**src/rtl/mem_arbiter_if.sv**
```systemverilog
// Request/response bundle between the fetch port, the load/store port, the
// shared memory and the arbiter that sits in the middle.
interface mem_arbiter_if #(
  parameter int AW = 32,
  parameter int DW = 32
);
  logic              if_req_i;
  logic [AW-1:0]     if_addr_i;
  logic              if_gnt_o;
  logic              if_rvalid_o;
  logic [DW-1:0]     if_rdata_o;

  logic              d_req_i;
  logic              d_we_i;
  logic [AW-1:0]     d_addr_i;
  logic [DW-1:0]     d_wdata_i;
  logic [DW/8-1:0]   d_be_i;
  logic              d_gnt_o;
  logic              d_rvalid_o;
  logic [DW-1:0]     d_rdata_o;

  logic              mem_en_o;
  logic              mem_we_o;
  logic [DW/8-1:0]   mem_be_o;
  logic [AW-1:0]     mem_addr_o;
  logic [DW-1:0]     mem_wdata_o;
  logic [DW-1:0]     mem_rdata_i;

  logic              busy_o;

  // Arbiter side.
  modport slave (
    input  if_req_i, if_addr_i,
    input  d_req_i, d_we_i, d_addr_i, d_wdata_i, d_be_i,
    input  mem_rdata_i,
    output if_gnt_o, if_rvalid_o, if_rdata_o,
    output d_gnt_o, d_rvalid_o, d_rdata_o,
    output mem_en_o, mem_we_o, mem_be_o, mem_addr_o, mem_wdata_o,
    output busy_o
  );

  // Requesters plus memory, i.e. everything around the arbiter.
  modport master (
    output if_req_i, if_addr_i,
    output d_req_i, d_we_i, d_addr_i, d_wdata_i, d_be_i,
    output mem_rdata_i,
    input  if_gnt_o, if_rvalid_o, if_rdata_o,
    input  d_gnt_o, d_rvalid_o, d_rdata_o,
    input  mem_en_o, mem_we_o, mem_be_o, mem_addr_o, mem_wdata_o,
    input  busy_o
  );
endinterface

```
**src/rtl/mem_arbiter.sv**
```systemverilog
// Single-outstanding arbiter sharing one fixed-latency memory port between
// instruction fetch and load/store, data first with a fetch starvation guard.
module mem_arbiter #(
  parameter int AW         = 32,
  parameter int DW         = 32,
  parameter int MEM_LAT    = 2,
  parameter int STARVE_MAX = 4
) (
  input  logic          clk,
  input  logic          rst,
  mem_arbiter_if.slave  bus
);
  localparam int BW = DW / 8;
  localparam int CW = (MEM_LAT > 1) ? $clog2(MEM_LAT) : 1;
  localparam int SW = (STARVE_MAX > 0) ? $clog2(STARVE_MAX + 1) : 1;

  if (MEM_LAT < 1) begin : g_lat_chk
    $error("mem_arbiter: MEM_LAT must be >= 1");
  end

  typedef enum logic [1:0] {IDLE, WAIT, RESP} state_t;

  typedef struct packed {
    logic is_data;
    logic is_store;
  } txn_t;

  state_t        state_q, state_d;
  logic [CW-1:0] cnt_q, cnt_d;
  logic [SW-1:0] starve_q, starve_d;
  txn_t          txn_q, txn_d;
  logic [DW-1:0] if_rdata_q, d_rdata_q;
  logic          arb, f_win, d_win, starved;

  // Arbitration is gated by reset so no grant escapes while rst is low.
  always_comb begin
    arb     = rst && (state_q != WAIT);
    starved = (starve_q == SW'(STARVE_MAX));
    f_win   = arb && bus.if_req_i && (!bus.d_req_i || starved);
    d_win   = arb && bus.d_req_i && !f_win;
  end

  always_comb begin
    state_d  = state_q;
    cnt_d    = cnt_q;
    txn_d    = txn_q;
    starve_d = starve_q;
    case (state_q)
      IDLE, RESP: begin
        state_d = IDLE;
        if (f_win || d_win) begin
          state_d        = WAIT;
          cnt_d          = CW'(MEM_LAT - 1);
          txn_d.is_data  = d_win;
          txn_d.is_store = d_win && bus.d_we_i;
        end
      end
      WAIT: begin
        if (cnt_q == '0) state_d = RESP;
        else             cnt_d   = cnt_q - CW'(1);
      end
      default: state_d = IDLE;
    endcase
    if (!bus.if_req_i || f_win)  starve_d = '0;
    else if (d_win && !starved)  starve_d = starve_q + SW'(1);
  end

  always_ff @(posedge clk or negedge rst) begin
    if (!rst) begin
      state_q  <= IDLE;
      cnt_q    <= '0;
      starve_q <= '0;
      txn_q    <= '0;
    end else begin
      state_q  <= state_d;
      cnt_q    <= cnt_d;
      starve_q <= starve_d;
      txn_q    <= txn_d;
    end
  end

  // Read data is captured on the last WAIT cycle and held until the next capture.
  always_ff @(posedge clk or negedge rst) begin
    if (!rst) begin
      if_rdata_q <= '0;
      d_rdata_q  <= '0;
    end else if (state_q == WAIT && cnt_q == '0) begin
      if (txn_q.is_data) d_rdata_q  <= txn_q.is_store ? '0 : bus.mem_rdata_i;
      else               if_rdata_q <= bus.mem_rdata_i;
    end
  end

  assign bus.if_gnt_o    = f_win;
  assign bus.d_gnt_o     = d_win;
  assign bus.mem_en_o    = f_win | d_win;
  assign bus.mem_we_o    = d_win & bus.d_we_i;
  assign bus.mem_be_o    = (d_win & bus.d_we_i) ? bus.d_be_i :
                           (f_win | d_win)      ? {BW{1'b1}} : '0;
  assign bus.mem_addr_o  = d_win ? bus.d_addr_i : f_win ? bus.if_addr_i : '0;
  assign bus.mem_wdata_o = (d_win & bus.d_we_i) ? bus.d_wdata_i : '0;

  assign bus.if_rvalid_o = (state_q == RESP) && !txn_q.is_data;
  assign bus.d_rvalid_o  = (state_q == RESP) &&  txn_q.is_data;
  assign bus.if_rdata_o  = if_rdata_q;
  assign bus.d_rdata_o   = d_rdata_q;
  assign bus.busy_o      = (state_q != IDLE);
endmodule

```
**src/flat_wrapper.sv**
```systemverilog
// flat-port wrapper written by rule: the top's interface ports become plain ports
module mem_arbiter_flat 
#(
  parameter int AW         = 32,
  parameter int DW         = 32,
  parameter int MEM_LAT    = 2,
  parameter int STARVE_MAX = 4
)
  (clk, rst, bus_if_req_i, bus_if_addr_i, bus_d_req_i, bus_d_we_i, bus_d_addr_i, bus_d_wdata_i, bus_d_be_i, bus_mem_rdata_i, bus_if_gnt_o, bus_if_rvalid_o, bus_if_rdata_o, bus_d_gnt_o, bus_d_rvalid_o, bus_d_rdata_o, bus_mem_en_o, bus_mem_we_o, bus_mem_be_o, bus_mem_addr_o, bus_mem_wdata_o, bus_busy_o);
  mem_arbiter_if #(.AW(AW), .DW(DW)) bus_i ();
  input  logic clk;
  input  logic rst;
  input wire logic [$bits(bus_i.if_req_i)-1:0] bus_if_req_i;
  input wire logic [$bits(bus_i.if_addr_i)-1:0] bus_if_addr_i;
  input wire logic [$bits(bus_i.d_req_i)-1:0] bus_d_req_i;
  input wire logic [$bits(bus_i.d_we_i)-1:0] bus_d_we_i;
  input wire logic [$bits(bus_i.d_addr_i)-1:0] bus_d_addr_i;
  input wire logic [$bits(bus_i.d_wdata_i)-1:0] bus_d_wdata_i;
  input wire logic [$bits(bus_i.d_be_i)-1:0] bus_d_be_i;
  input wire logic [$bits(bus_i.mem_rdata_i)-1:0] bus_mem_rdata_i;
  output wire logic [$bits(bus_i.if_gnt_o)-1:0] bus_if_gnt_o;
  output wire logic [$bits(bus_i.if_rvalid_o)-1:0] bus_if_rvalid_o;
  output wire logic [$bits(bus_i.if_rdata_o)-1:0] bus_if_rdata_o;
  output wire logic [$bits(bus_i.d_gnt_o)-1:0] bus_d_gnt_o;
  output wire logic [$bits(bus_i.d_rvalid_o)-1:0] bus_d_rvalid_o;
  output wire logic [$bits(bus_i.d_rdata_o)-1:0] bus_d_rdata_o;
  output wire logic [$bits(bus_i.mem_en_o)-1:0] bus_mem_en_o;
  output wire logic [$bits(bus_i.mem_we_o)-1:0] bus_mem_we_o;
  output wire logic [$bits(bus_i.mem_be_o)-1:0] bus_mem_be_o;
  output wire logic [$bits(bus_i.mem_addr_o)-1:0] bus_mem_addr_o;
  output wire logic [$bits(bus_i.mem_wdata_o)-1:0] bus_mem_wdata_o;
  output wire logic [$bits(bus_i.busy_o)-1:0] bus_busy_o;
  assign bus_i.if_req_i = bus_if_req_i;
  assign bus_i.if_addr_i = bus_if_addr_i;
  assign bus_i.d_req_i = bus_d_req_i;
  assign bus_i.d_we_i = bus_d_we_i;
  assign bus_i.d_addr_i = bus_d_addr_i;
  assign bus_i.d_wdata_i = bus_d_wdata_i;
  assign bus_i.d_be_i = bus_d_be_i;
  assign bus_i.mem_rdata_i = bus_mem_rdata_i;
  assign bus_if_gnt_o = bus_i.if_gnt_o;
  assign bus_if_rvalid_o = bus_i.if_rvalid_o;
  assign bus_if_rdata_o = bus_i.if_rdata_o;
  assign bus_d_gnt_o = bus_i.d_gnt_o;
  assign bus_d_rvalid_o = bus_i.d_rvalid_o;
  assign bus_d_rdata_o = bus_i.d_rdata_o;
  assign bus_mem_en_o = bus_i.mem_en_o;
  assign bus_mem_we_o = bus_i.mem_we_o;
  assign bus_mem_be_o = bus_i.mem_be_o;
  assign bus_mem_addr_o = bus_i.mem_addr_o;
  assign bus_mem_wdata_o = bus_i.mem_wdata_o;
  assign bus_busy_o = bus_i.busy_o;
  mem_arbiter #(.AW(AW), .DW(DW), .MEM_LAT(MEM_LAT), .STARVE_MAX(STARVE_MAX)) u_core (.clk(clk), .rst(rst), .bus(bus_i));
endmodule
```
**config.mk**
```make
export PLATFORM = sky130hd
export DESIGN_NAME = mem_arbiter_flat
export DESIGN_NICKNAME = d
export VERILOG_FILES = /design/src/rtl/mem_arbiter_if.sv /design/src/rtl/mem_arbiter.sv /design/src/flat_wrapper.sv
export SDC_FILE = /design/constraint.sdc
export NUM_CORES = 1
export LEC_CHECK = 0
export CORE_AREA = 2 2 107 109
export DETAILED_ROUTE_END_ITERATION = 8
export DIE_AREA = 0 0 109 111
export DONT_BUFFER_PORTS = 1
export HOLD_SLACK_MARGIN = 0.1
export PLACE_DENSITY = 0.54
export SYNTH_ARGS = -nofsm -noshare
export SYNTH_HDL_FRONTEND = slang
export SYNTH_SLANG_ARGS = --single-unit
```
**constraint.sdc**
```tcl
create_clock -name clk -period 1.5 [get_ports clk]
set_clock_uncertainty 0.05 [all_clocks]
set_input_delay 0.075 -clock clk [delete_from_list [all_inputs] [get_ports clk]]
set_output_delay 0.075 -clock clk [all_outputs]
set_load 0.005 [all_outputs]
```
======== Word level (Yosys, flattened, before mapping) ========
Cells that the tools add are included.
word-level totals
  input port bits ......................... 137
  bits in registers ....................... 72
operators by class
  reduce and logical (&&, ||, !) cells .... 27
  mux-type cells .......................... 14
  equality and inequality tests ........... 6
  bitwise operators ....................... 4
  add/sub/neg operators ................... 2
operator list
  kind                                                                   count
  32-bit two-way mux                                                     4
  1-bit logical AND                                                      10
  4-bit two-way mux                                                      2
  2-bit AND reduction                                                    4
  3-bit two-way mux                                                      2
  2-bit nonzero test                                                     3
  1-bit logical NOT                                                      5
  2-bit by 1-bit != test with 1-bit output, second input constant        2
  2-bit case mux with 2 select lines                                     1
  3-bit by 1-bit adder with 3-bit output, second input constant          1
  3-bit equality test, second input constant                             1
  1-bit logical OR                                                       3
  1-bit two-way mux                                                      3
  2-bit by 1-bit equality test with 1-bit output, second input constant  1
  2-bit equality test, second input constant                             1
  2-bit logical NOT                                                      1
  2-bit two-way mux                                                      1
  2-bit != test, second input constant                                   1
  1-bit NOT                                                              2
  1-bit case mux with 2 select lines                                     1
  2-bit OR reduction                                                     1
  1-bit AND                                                              1
  1-bit bitwise OR                                                       1
  1-bit subtractor, second input constant                                1

======== Depth between registers and ports, before layout ========
Gate-level depths: netlist of the first run.
  depth in word-level cells ............... 9
  depth in mapped cells ................... 7
  mapped depth without buffers ............ 5

======== Worst setup path after synthesis of the first run ========
OpenSTA, ideal clock, no wires.
  path kind ............................... flip-flop to flip-flop
  from .................................... register u_core.state_q[1]
  to ...................................... register u_core.if_rdata_q[10], in the netlist u_core.bus.if_rdata_o[10]
  cell stages (with the launch flop) ...... 5
  library setup time ...................... 125 ps
  arrival time ............................ 1374 ps
  path buffers ............................ 1
  slack ................................... -49 ps
  cells stage by stage .................... dfrtp_1 -> nand2b_2 -> nor3_4 -> buf_6 -> mux2_2
between the ends
  word-level cells in the longest chain between the ends .. 3
RTL lines
  what                                            line               RTL
  start: declaration                              mem_arbiter.sv:28  state_t state_q, state_d;
  start signal: assignment                        mem_arbiter.sv:75  state_q <= state_d;
  2-bit by 1-bit equality test with 1-bit output  mem_arbiter.sv:87  end else if (state_q == WAIT && cnt_q == '0) begin
  1-bit logical AND                               mem_arbiter.sv:87
  2-bit AND reduction (no line)                   --
  end signal: assignment                          mem_arbiter.sv:89  else if_rdata_q <= bus.mem_rdata_i;
  end: declaration                                mem_arbiter.sv:32  logic [DW-1:0] if_rdata_q, d_rdata_q;
Every way passes these cells.
A chain may end at the register's enable or synchronous reset.

======== Worst setup path in the final report of the first run ========
  from .................................... register u_core.starve_q[0]
  to ...................................... output bus_mem_addr_o[29]
between the ends
  word-level cells in the longest chain between the ends .. 6
RTL lines
  what                      line                RTL
  start: declaration        mem_arbiter.sv:30   logic [SW-1:0] starve_q, starve_d;
  start signal: assignment  mem_arbiter.sv:77   starve_q <= starve_d;
  3-bit equality test (*)   mem_arbiter.sv:38   starved = (starve_q == SW'(STARVE_MAX));
  1-bit logical OR (*)      mem_arbiter.sv:39   f_win = arb && bus.if_req_i && (!bus.d_req_i || starved);
  1-bit logical AND (*)     mem_arbiter.sv:39
  1-bit logical NOT         mem_arbiter.sv:40   d_win = arb && bus.d_req_i && !f_win;
  1-bit logical AND         mem_arbiter.sv:40
  32-bit two-way mux (*)    mem_arbiter.sv:99   assign bus.mem_addr_o = d_win ? bus.d_addr_i : f_win ? bus.if_addr_i : '0;
  end: declaration          flat_wrapper.sv:30  output wire logic [$bits(bus_i.mem_addr_o)-1:0] bus_mem_addr_o;
Every way passes the cells marked *; elsewhere a longest branch is shown, timed or not.

==> results of run 1 <==
## registers in the layout, summed over array words and instances (netlist names)
signal                 flops
u_core.state_q             2
u_core.bus.if_rdata_o     32
u_core.cnt_q               1
u_core.starve_q            3
u_core.bus.d_rdata_o      32
u_core.txn_q               2
## worst paths after layout
| path | endpoint | slack (ns) |
|---|---|---|
| worst max-delay path | bus_mem_addr_o[29] | -0.26 |
| worst min-delay path | u_core.bus.d_rdata_o[11] | -0.62 |
| worst max register to register | u_core.txn_q[0] | -0.07 |
| worst min register to register | u_core.txn_q[0] | 0.45 |
| max in group asynchronous | u_core.state_q[0] | 1.89 |
| min in group clk | u_core.starve_q[1] | -0.08 |
## metal layers
| layer | part of all wire | up-vias | GRT usage |
|---|---|---|---|
| li1 | - | 1572 | - |
| met1 | 0.37 | 1698 | 0.250 |
| met2 | 0.51 | 180 | 0.384 |
| met3 | 0.086 | 23 | 0.0547 |
| met4 | 0.027 | 0 | 0.0872 |
| met5 | 0 | - | 0 |
## kinds of logic (layout without fill, tap and decap cells)
kind of cell	Yosys count	after routing
adders and majority gates	2	2
DFF	72	72
muxes	32	32
and+or+nand+nor	185	189
buffers and inverters	43	96
AOI/OAI and AO/OA	83	83
## stage by stage
step | worst slack, ns | total power, mW | util | area [µm²]
floorplan | -0.0346 | 5.31 | - | 3850
global placement | 0.0295 | 6.10 | 0.373 | 4130
global route | -0.326 | 10.1 | 0.512 | 5680
CTS | -0.261 | 9.46 | 0.498 | 5510
finish | -0.258 | 9.50 | 0.512 | 5680
detailed placement | -0.0267 | 6.21 | 0.373 | 4130
## where the power goes
group,internal (mW),switching [mW],total [mW]
Combinational,1.93,1.56,3.49
Sequential,2.85,0.787,3.64
Clock,1.48,0.882,2.36
Total,6.27,3.23,9.50
## area by class of cell
type	instances	area [µm²]	area share
repair buffers	75	897	0.158
multi-input cells	306	2450	0.432
flip-flops and latches	72	1800	0.317
well taps	143	179	0.0315
clock buffers	9	225	0.0397
clock inverters	7	103	0.0181
inverters	5	18.8	0.00331
## timing repair
item                       CTS  global route
pin swaps                   26            13
gates cloned                 9             1
buffers inserted             8             2
gates resized for setup    110            30
hold endpoints to repair   143            74
setup endpoints to repair  104           103
## layout by cell type (no fill, tap or decap), types with 10 or more instances in the layout
cell type	count
nand3_2	17
dfrtp_1	72
nand2_1	34
clkbuf_16	10
o21ai_0	37
dlygate4sd3_1	35
buf_12	10
mux2_4	32
buf_4	21
nand3_1	45
nand2b_1	32
a21oi_2	31
and3_4	34
## critical path, stage by stage, from the launching register on
cell and delay (ns):
dfrtp_1 0.37, inv_2 0.06, ha_4 0.18, nand3_4 0.07, buf_8 0.13, buf_12 0.11, clkbuf_16 0.14, nand3_2 0.08
a21oi_2 0.16
==> impl_metrics.json, run 1 <==
{
  "drtIter0Drc": 167,
  "numCtsBuffers": 9,
  "wire_per_inst_um": 22.4,
  "hold_viol": 74,
  "worst_pin_slew_ns": 0.404,
  "reg2reg_from": "u_core.starve_q[0]",
  "synth_mux_area_frac": 0.0940,
  "layout.nets": 608,
  "drtAntennaViolNets": 0,
  "synth_area_um2": 3830,
  "violations": "negative hold slack, negative setup slack",
  "min_path_type": "in -> async",
  "port_buffers": 0,
  "startpoint": "u_core.starve_q[0]",
  "core_area_um2": 11100,
  "place_congestion": 0.813,
  "synth_top_family_by_area": "simple AND/OR/NAND/NOR gates",
  "synth_nets": 556,
  "initial_core_util": 0.346,
  "drt-total-wl_mm": 13.8,
  "post-route-drc-count": 0,
  "final.min_clock_period_ns": 1.76,
  "num-fill-cells": 983,
  "stdcell_count": 617,
  "antenna_cells": 0,
  "synth_xor_area_frac": 0,
  "cts.htree.levels": 3,
  "cp-end-kind": "output port",
  "clk_pin_slew_worst_paths_ns": 0.07,
  "crit_arrival_ns": 1.63,
  "synth_common_cells": "dfrtp_1 (72), nand3_1 (65), o21ai_0 (37), a21oi_1 (35), nand2_1 (35)",
  "viasPerCell": 5.63,
  "clk_latency_ns": 0.33,
  "place_inst": 547,
  "ys_warn_count": 0,
  "slew_headroom": 0.728,
  "ir_worst_vdd_uv": 738,
  "p_leak_nw": 2.40,
  "fmax_mhz": 569,
  "setup_slack_ns": -0.258,
  "critPathMaxFanout": 5,
  "synth_edf_count": 0,
  "die_x_um": 109,
  "cts.path.max_buffers": 2,
  "dieHeight_um": 111,
  "setup_viol": 104,
  "overflow": 0,
  "power.density_nw_per_um2": 1670,
  "cts-hold-fix-buffers": 35,
  "vias": 3473,
  "ioPinCount": 276,
  "drv_cap": 0,
  "rr_worst_depth": 7,
  "synth.area.top_cells": "dfrtp_1 (47%), mux2_2 (8.8%), nand3_1 (8.5%)",
  "dp_hpwl_mm": 8.66,
  "grtUsageTotal": 0.219,
  "area_growth_pct": 48.0,
  "avgSynthCellArea_um2": 9.19,
  "core.rowCount": 39,
  "synthArstFlopShare": 1.00,
  "synthFlopType": "dfrtp_1",
  "synth.distinct_cells": 36,
  "seq_area_frac_synth": 0.470,
  "synth_top_area_cell": "dfrtp_1",
  "firstDrtPassIters": 4,
  "grt_max_degree": 79,
  "cts_root_buf": "clkbuf_16",
  "path_class": "reg -> out",
  "critPathRequiredTime_ns": 1.37,
  "synth-compound-area-share": 0.116,
  "synth.top_cell.area_share": 0.470,
  "antenna_found_initial": 0,
  "synth-seq-cells": 72,
  "status": "finished with violations",
  "synth_most_common_cell": "dfrtp_1",
  "cts_sinks": 72,
  "fin_crit_sh": 1.17,
  "cts_tree": "yes",
  "whs_ns": -0.616,
  "final_max_slew_viol_count": 0,
  "drive_above_1_share": 0.397,
  "setup_tns_ns": -15.54,
  "die_area_um2": 12100,
  "start_kind": "flop",
  "grt_pass1_wl_mm": 20.4,
  "grt_pass1_vias": 3574,
  "syn_inst": 417,
  "rsz0062_at_grt": "true",
  "synth_fa_ha_area_frac": 0.00653,
  "synth-simple-area-share": 0.262
}
Power figures use the tool's default switching activity.
==> inputs of run 2 (changes only) <==
Clock period 1.5 ns to 1.45 ns, I/O delays scaled along.
==> impl_metrics.json, run 2 (synthesis results as in run 1) <==
{
  "power.density_nw_per_um2": 1810,
  "final.min_clock_period_ns": 1.75,
  "combinationalPowerShare": 0.428,
  "worst_pin_slew_ns": 0.303,
  "design_area_um2": 6120,
  "drt-total-wl_mm": 15.2,
  "p_int_mw": 7.18,
  "p_sw_mw": 3.92,
  "pwr-share-clk": 0.220,
  "layout_common_cells": "dfrtp_1 (71), nand3_1 (49), dlygate4sd3_1 (36)",
  "final_max_slew_viol_count": 0,
  "clk_latency_ns": 0.33,
  "p_leak_nw": 2.58,
  "layout_commonest_cell": "dfrtp_1",
  "core.rowCount": 39,
  "cp_slowest_cell": "dfrtp_1",
  "fmax_mhz": 571,
  "critPathRequiredTime_ns": 1.33,
  "initial_core_util": 0.346,
  "whs_ns": -0.622,
  "ff2ff_setup_slack_ns": -0.13,
  "die_area_um2": 12100,
  "antenna_found_initial": 0,
  "status": "finished with violations",
  "drv_cap": 0,
  "num-fill-cells": 930,
  "overflow": 0,
  "grt_pass1_wl_mm": 19.4,
  "clk_pin_slew_worst_paths_ns": 0.07,
  "cts_tree": "yes",
  "place_congestion": 0.807,
  "cp_top_family": "flip-flops",
  "path_cells": "inv_2 -> ha_4 -> nand3_4 -> buf_12 -> buf_12 -> nand3_2 -> o21a_1",
  "dieHeight_um": 111,
  "met1_usage": 0.246,
  "firstDrtPassIters": 4,
  "reg2reg_from": "u_core.starve_q[1]",
  "antenna_cells": 0,
  "setup_viol": 126,
  "layout.nets": 626,
  "grtUsageMet2": 0.359,
  "placed_cell_area_um2": 4150,
  "busiest_layer": "met2",
  "hold_viol": 74,
  "violations": "negative hold slack, negative setup slack",
  "worst-path-buf-inv": 3,
  "numCtsBuffers": 9,
  "die_x_um": 109,
  "cts.path.max_buffers": 2,
  "cts_sinks": 72,
  "drive_above_1_share": 0.498,
  "crit_arrival_ns": 1.63,
  "grt_max_degree": 79,
  "wire_per_inst_um": 24.0,
  "path_class": "reg -> out",
  "seqPwrFrac": 0.352,
  "critPathMostFrequentCell": "buf_12",
  "grtUsageMet3": 0.0752,
  "r2r-end": "u_core.txn_q[0]",
  "start_kind": "flop",
  "ioPinCount": 276,
  "core_area_um2": 11100,
  "cts_root_buf": "clkbuf_16",
  "fin_crit_sh": 1.21,
  "drtIter0Drc": 265,
  "area_growth_pct": 59.7,
  "min_path_type": "in -> async",
  "port_buffers": 0,
  "slew_headroom": 0.798,
  "rr_worst_depth": 7,
  "setup_slack_ns": -0.302,
  "cp-end-kind": "output port",
  "cts.htree.levels": 3,
  "drtAntennaViolNets": 0,
  "p_sw_frac": 0.353,
  "max_stage_delay_ns": 0.36,
  "vias": 3576,
  "critPathMaxFanout": 7,
  "post-route-drc-count": 0,
  "ir_worst_vdd_uv": 1130,
  "grtUsageTotal": 0.210,
  "rsz0062_at_grt": "true",
  "dp_hpwl_mm": 9.02,
  "grt_pass1_vias": 3342,
  "viasPerCell": 5.63
}
-- run 2: changes by cell type in the layout (fill, tap and decap cells not counted), sizes merged --
cell	previous run	this run
and3	38	37
dlygate4sd3	35	36
buf	38	52
dlymetal6s4s	0	1
bufbuf	1	0
clkbuf	10	14
-- run 2: worst max path at each step --
stage                             from                         to  slack [ns]  cells after the start
global placement    u_core.starve_q[0]          bus_mem_addr_o[8]       -0.06                      7
CTS                 u_core.starve_q[0]          bus_mem_addr_o[9]       -0.30                      7
detailed placement   u_core.state_q[1]  u_core.bus.if_rdata_o[22]       -0.08                      4
floorplan            u_core.state_q[1]  u_core.bus.if_rdata_o[10]       -0.08                      4
global route        u_core.starve_q[0]          bus_mem_addr_o[2]       -0.36                      8
finish              u_core.starve_q[0]            bus_mem_be_o[1]       -0.30                      7
-- run 2: routing by layer --
metal	vias to the layer above	wire length, µm
met3	13	1620
li1	1619	-
met5	-	0
met4	0	174
met2	195	7690
met1	1749	5720
-- run 2: worst reg2reg max path, delay by kind of cell (launching register included) --
kind / cells / cell delay, ns
flops: 1 / 0.39
buf+inv: 3 / 0.35
simple gates: 2 / 0.32
compound gates: 1 / 0.20
fa+ha+maj: 1 / 0.16
-- run 2: power by group through the flow --
| stage | clock network, mW | registers [mW] | logic [mW] |
|---|---|---|---|
| final | 2.45 | 3.91 | 4.75 |
| after global routing | 2.56 | 4.02 | 5.10 |
| after CTS | 2.48 | 3.76 | 3.28 |
| after detailed placement | 0 | 3.79 | 2.64 |
| after global placement | 0 | 3.76 | 2.57 |
| after floorplan | 0 | 3.55 | 1.95 |
-- run 2: layout make-up --
cell class | count | area, µm² | share of cell area
Multi-Input combinational cell | 305 | 2630 | 0.430
Timing Repair Buffer | 94 | 1160 | 0.189
Sequential cell | 72 | 1800 | 0.295
Clock inverter | 7 | 103 | 0.0168
Clock buffer | 9 | 225 | 0.0368
Inverter | 5 | 18.8 | 0.00307
Tap cell | 143 | 179 | 0.0292
-- run 2: what timing repair did --
action,4_1_cts,5_1_grt
gates cloned,6,9
hold buffers,36,1
setup endpoints to repair,104,138
hold endpoints to repair,143,78
gates resized for setup,77,178
pin swaps,12,80
buffers inserted,7,9
-- run 2: through the flow --
step	std cells	total power [mW]	utilization	setup TNS, ns	worst slack [ns]
finish	635	11.1	0.553	-20.43	-0.302
global route	635	11.7	0.553	-26.81	-0.360
CTS	616	9.52	0.477	-19.07	-0.302
detailed placement	551	6.43	0.374	-2.51	-0.0818
global placement	551	6.33	0.374	-0.674	-0.0637
floorplan	417	5.50	-	-2.50	-0.0846
==> inputs of run 3 (changes only) <==
Settings changed: CORE_AREA 2 2 107 109 to 3 3 105 107, DIE_AREA 0 0 109 111 to 0 0 108 110, PLACE_DENSITY 0.54 to 0.56.
==> impl_metrics.json, run 3 (synthesis results as in run 1) <==
{
  "vias": 3684,
  "grtUsageTotal": 0.229,
  "stdcell_count": 631,
  "drtAntennaViolNets": 0,
  "status": "finished with violations",
  "critPathMaxFanout": 6,
  "power.density_nw_per_um2": 1680,
  "placed_cell_area_um2": 4170,
  "initial_core_util": 0.375,
  "worst-path-buf-inv": 3,
  "wire_per_inst_um": 24.9,
  "fmax_mhz": 552,
  "final_max_slew_viol_count": 0,
  "layout_commonest_cell": "dfrtp_1",
  "ioPinCount": 276,
  "postLayoutCoreUtil": 0.592,
  "rsz0062_at_grt": "true",
  "final.min_clock_period_ns": 1.81,
  "path_cells": "inv_2 -> ha_4 -> a21bo_4 -> buf_12 -> buf_16 -> nand3_4 -> a21oi_4",
  "dr_wl_met3_mm": 1.26,
  "design_area_um2": 6060,
  "layout_common_cells": "dfrtp_1 (72), nand3_1 (41), and3_4 (37)",
  "whs_ns": -0.639,
  "min_path_type": "in -> async",
  "crit_cells": 7,
  "overflow": 0,
  "viasPerCell": 5.84,
  "crit_arrival_ns": 1.69,
  "drt-total-wl_mm": 15.7,
  "met2_length_mm": 8.43,
  "grt_pass1_wl_mm": 20.9,
  "grt_pass1_vias": 3651,
  "antenna_found_initial": 0,
  "firstDrtPassIters": 5,
  "startpoint": "u_core.starve_q[1]",
  "grt_max_degree": 79,
  "start_kind": "flop",
  "setup_viol": 106,
  "cts_sinks": 72,
  "cts-hold-fix-buffers": 35,
  "core_area_um2": 10200,
  "max_stage_delay_ns": 0.40,
  "cp_slowest_cell": "dfrtp_1",
  "die_area_um2": 11900,
  "dieHeight_um": 110,
  "critPathRequiredTime_ns": 1.33,
  "port_buffers": 0,
  "clk_pin_slew_worst_paths_ns": 0.08,
  "place_congestion": 0.829,
  "violations": "negative hold slack, negative setup slack",
  "cp-end-kind": "output port",
  "numCtsBuffers": 9,
  "antenna_cells": 0,
  "setup_slack_ns": -0.363,
  "top_layer": "met4",
  "drtIter0Drc": 223,
  "die_x_um": 108,
  "power_mw": 10.2,
  "clk_latency_ns": 0.34,
  "p_leak_nw": 2.53,
  "cts_tree": "yes",
  "ir_worst_vdd_uv": 701,
  "layout.nets": 629,
  "slew_headroom": 0.765,
  "cts_root_buf": "clkbuf_8",
  "place_inst": 547,
  "wl_met1_mm": 5.54,
  "drv_cap": 0,
  "rr_worst_depth": 6,
  "cts.htree.levels": 3,
  "cts.path.max_buffers": 2,
  "area_growth_pct": 58.1,
  "dp_hpwl_mm": 9.18,
  "setup_tns_ns": -21.86,
  "reg2reg_from": "u_core.state_q[0]",
  "post-route-drc-count": 0,
  "path_class": "reg -> out",
  "drive_above_1_share": 0.493,
  "cp_top_family": "flip-flops",
  "hold_viol": 74,
  "core.rowCount": 37,
  "fin_crit_sh": 1.25,
  "worst_pin_slew_ns": 0.353
}
## run 3: changes by cell type in the layout (fill, tap and decap cells not counted), sizes merged
cell	delta
dlymetal6s4s	+1
clkbuf	-1
bufinv	-1
inv	-3
buf	+6
clkinv	+1
clkinvlp	+2
and3	+1
dlygate4sd3	-3
## run 3: routing by layer
layer / vias to the layer above / global-route usage
met4: 0 / 0.118
li1: 1618 / -
met2: 203 / 0.405
met3: 32 / 0.0629
met5: - / 0
met1: 1831 / 0.251
## run 3: through the flow
step	hold WS [ns]	setup slack, ns
floorplan	-0.273	-0.0846
global placement	-0.272	-0.105
detailed placement	-0.272	-0.106
CTS	-0.658	-0.333
global route	-0.660	-0.421
finish	-0.639	-0.363
## run 3: what timing repair did
action / 4_1_cts / 5_1_grt
setup endpoints to repair: 106 / 134
pin swaps: 54 / 43
gates resized for setup: 146 / 102
cloned: 12 / 6
buffers inserted: 13 / 7
hold endpoints to repair: 143 / 76
## run 3: layout make-up
cell class | count | area (µm²)
clock buffers | 10 | 128
clock inverters | 6 | 60.1
well taps | 136 | 170
multi-input cells | 306 | 2730
inverters | 5 | 18.8
flip-flops and latches | 72 | 1800
fillers | 819 | 4170
repair buffers | 96 | 1160
## run 3: report_power, final
group / internal (mW) / switching, mW / total (mW)
clock: 0.785 / 0.746 / 1.53
combinational: 2.70 / 2.10 / 4.80
sequential: 2.95 / 0.920 / 3.87
total: 6.43 / 3.77 / 10.2
## run 3: final timing paths
kind,endpoint,slack (ns)
max in group asynchronous,u_core.starve_q[2],1.88
min in group clk,u_core.starve_q[1],-0.14
worst min-delay path,u_core.bus.if_rdata_o[8],-0.64
worst min register to register,u_core.bus.d_rdata_o[25],0.46
worst max register to register,u_core.bus.if_rdata_o[18],-0.09
worst max-delay path,bus_mem_addr_o[6],-0.36
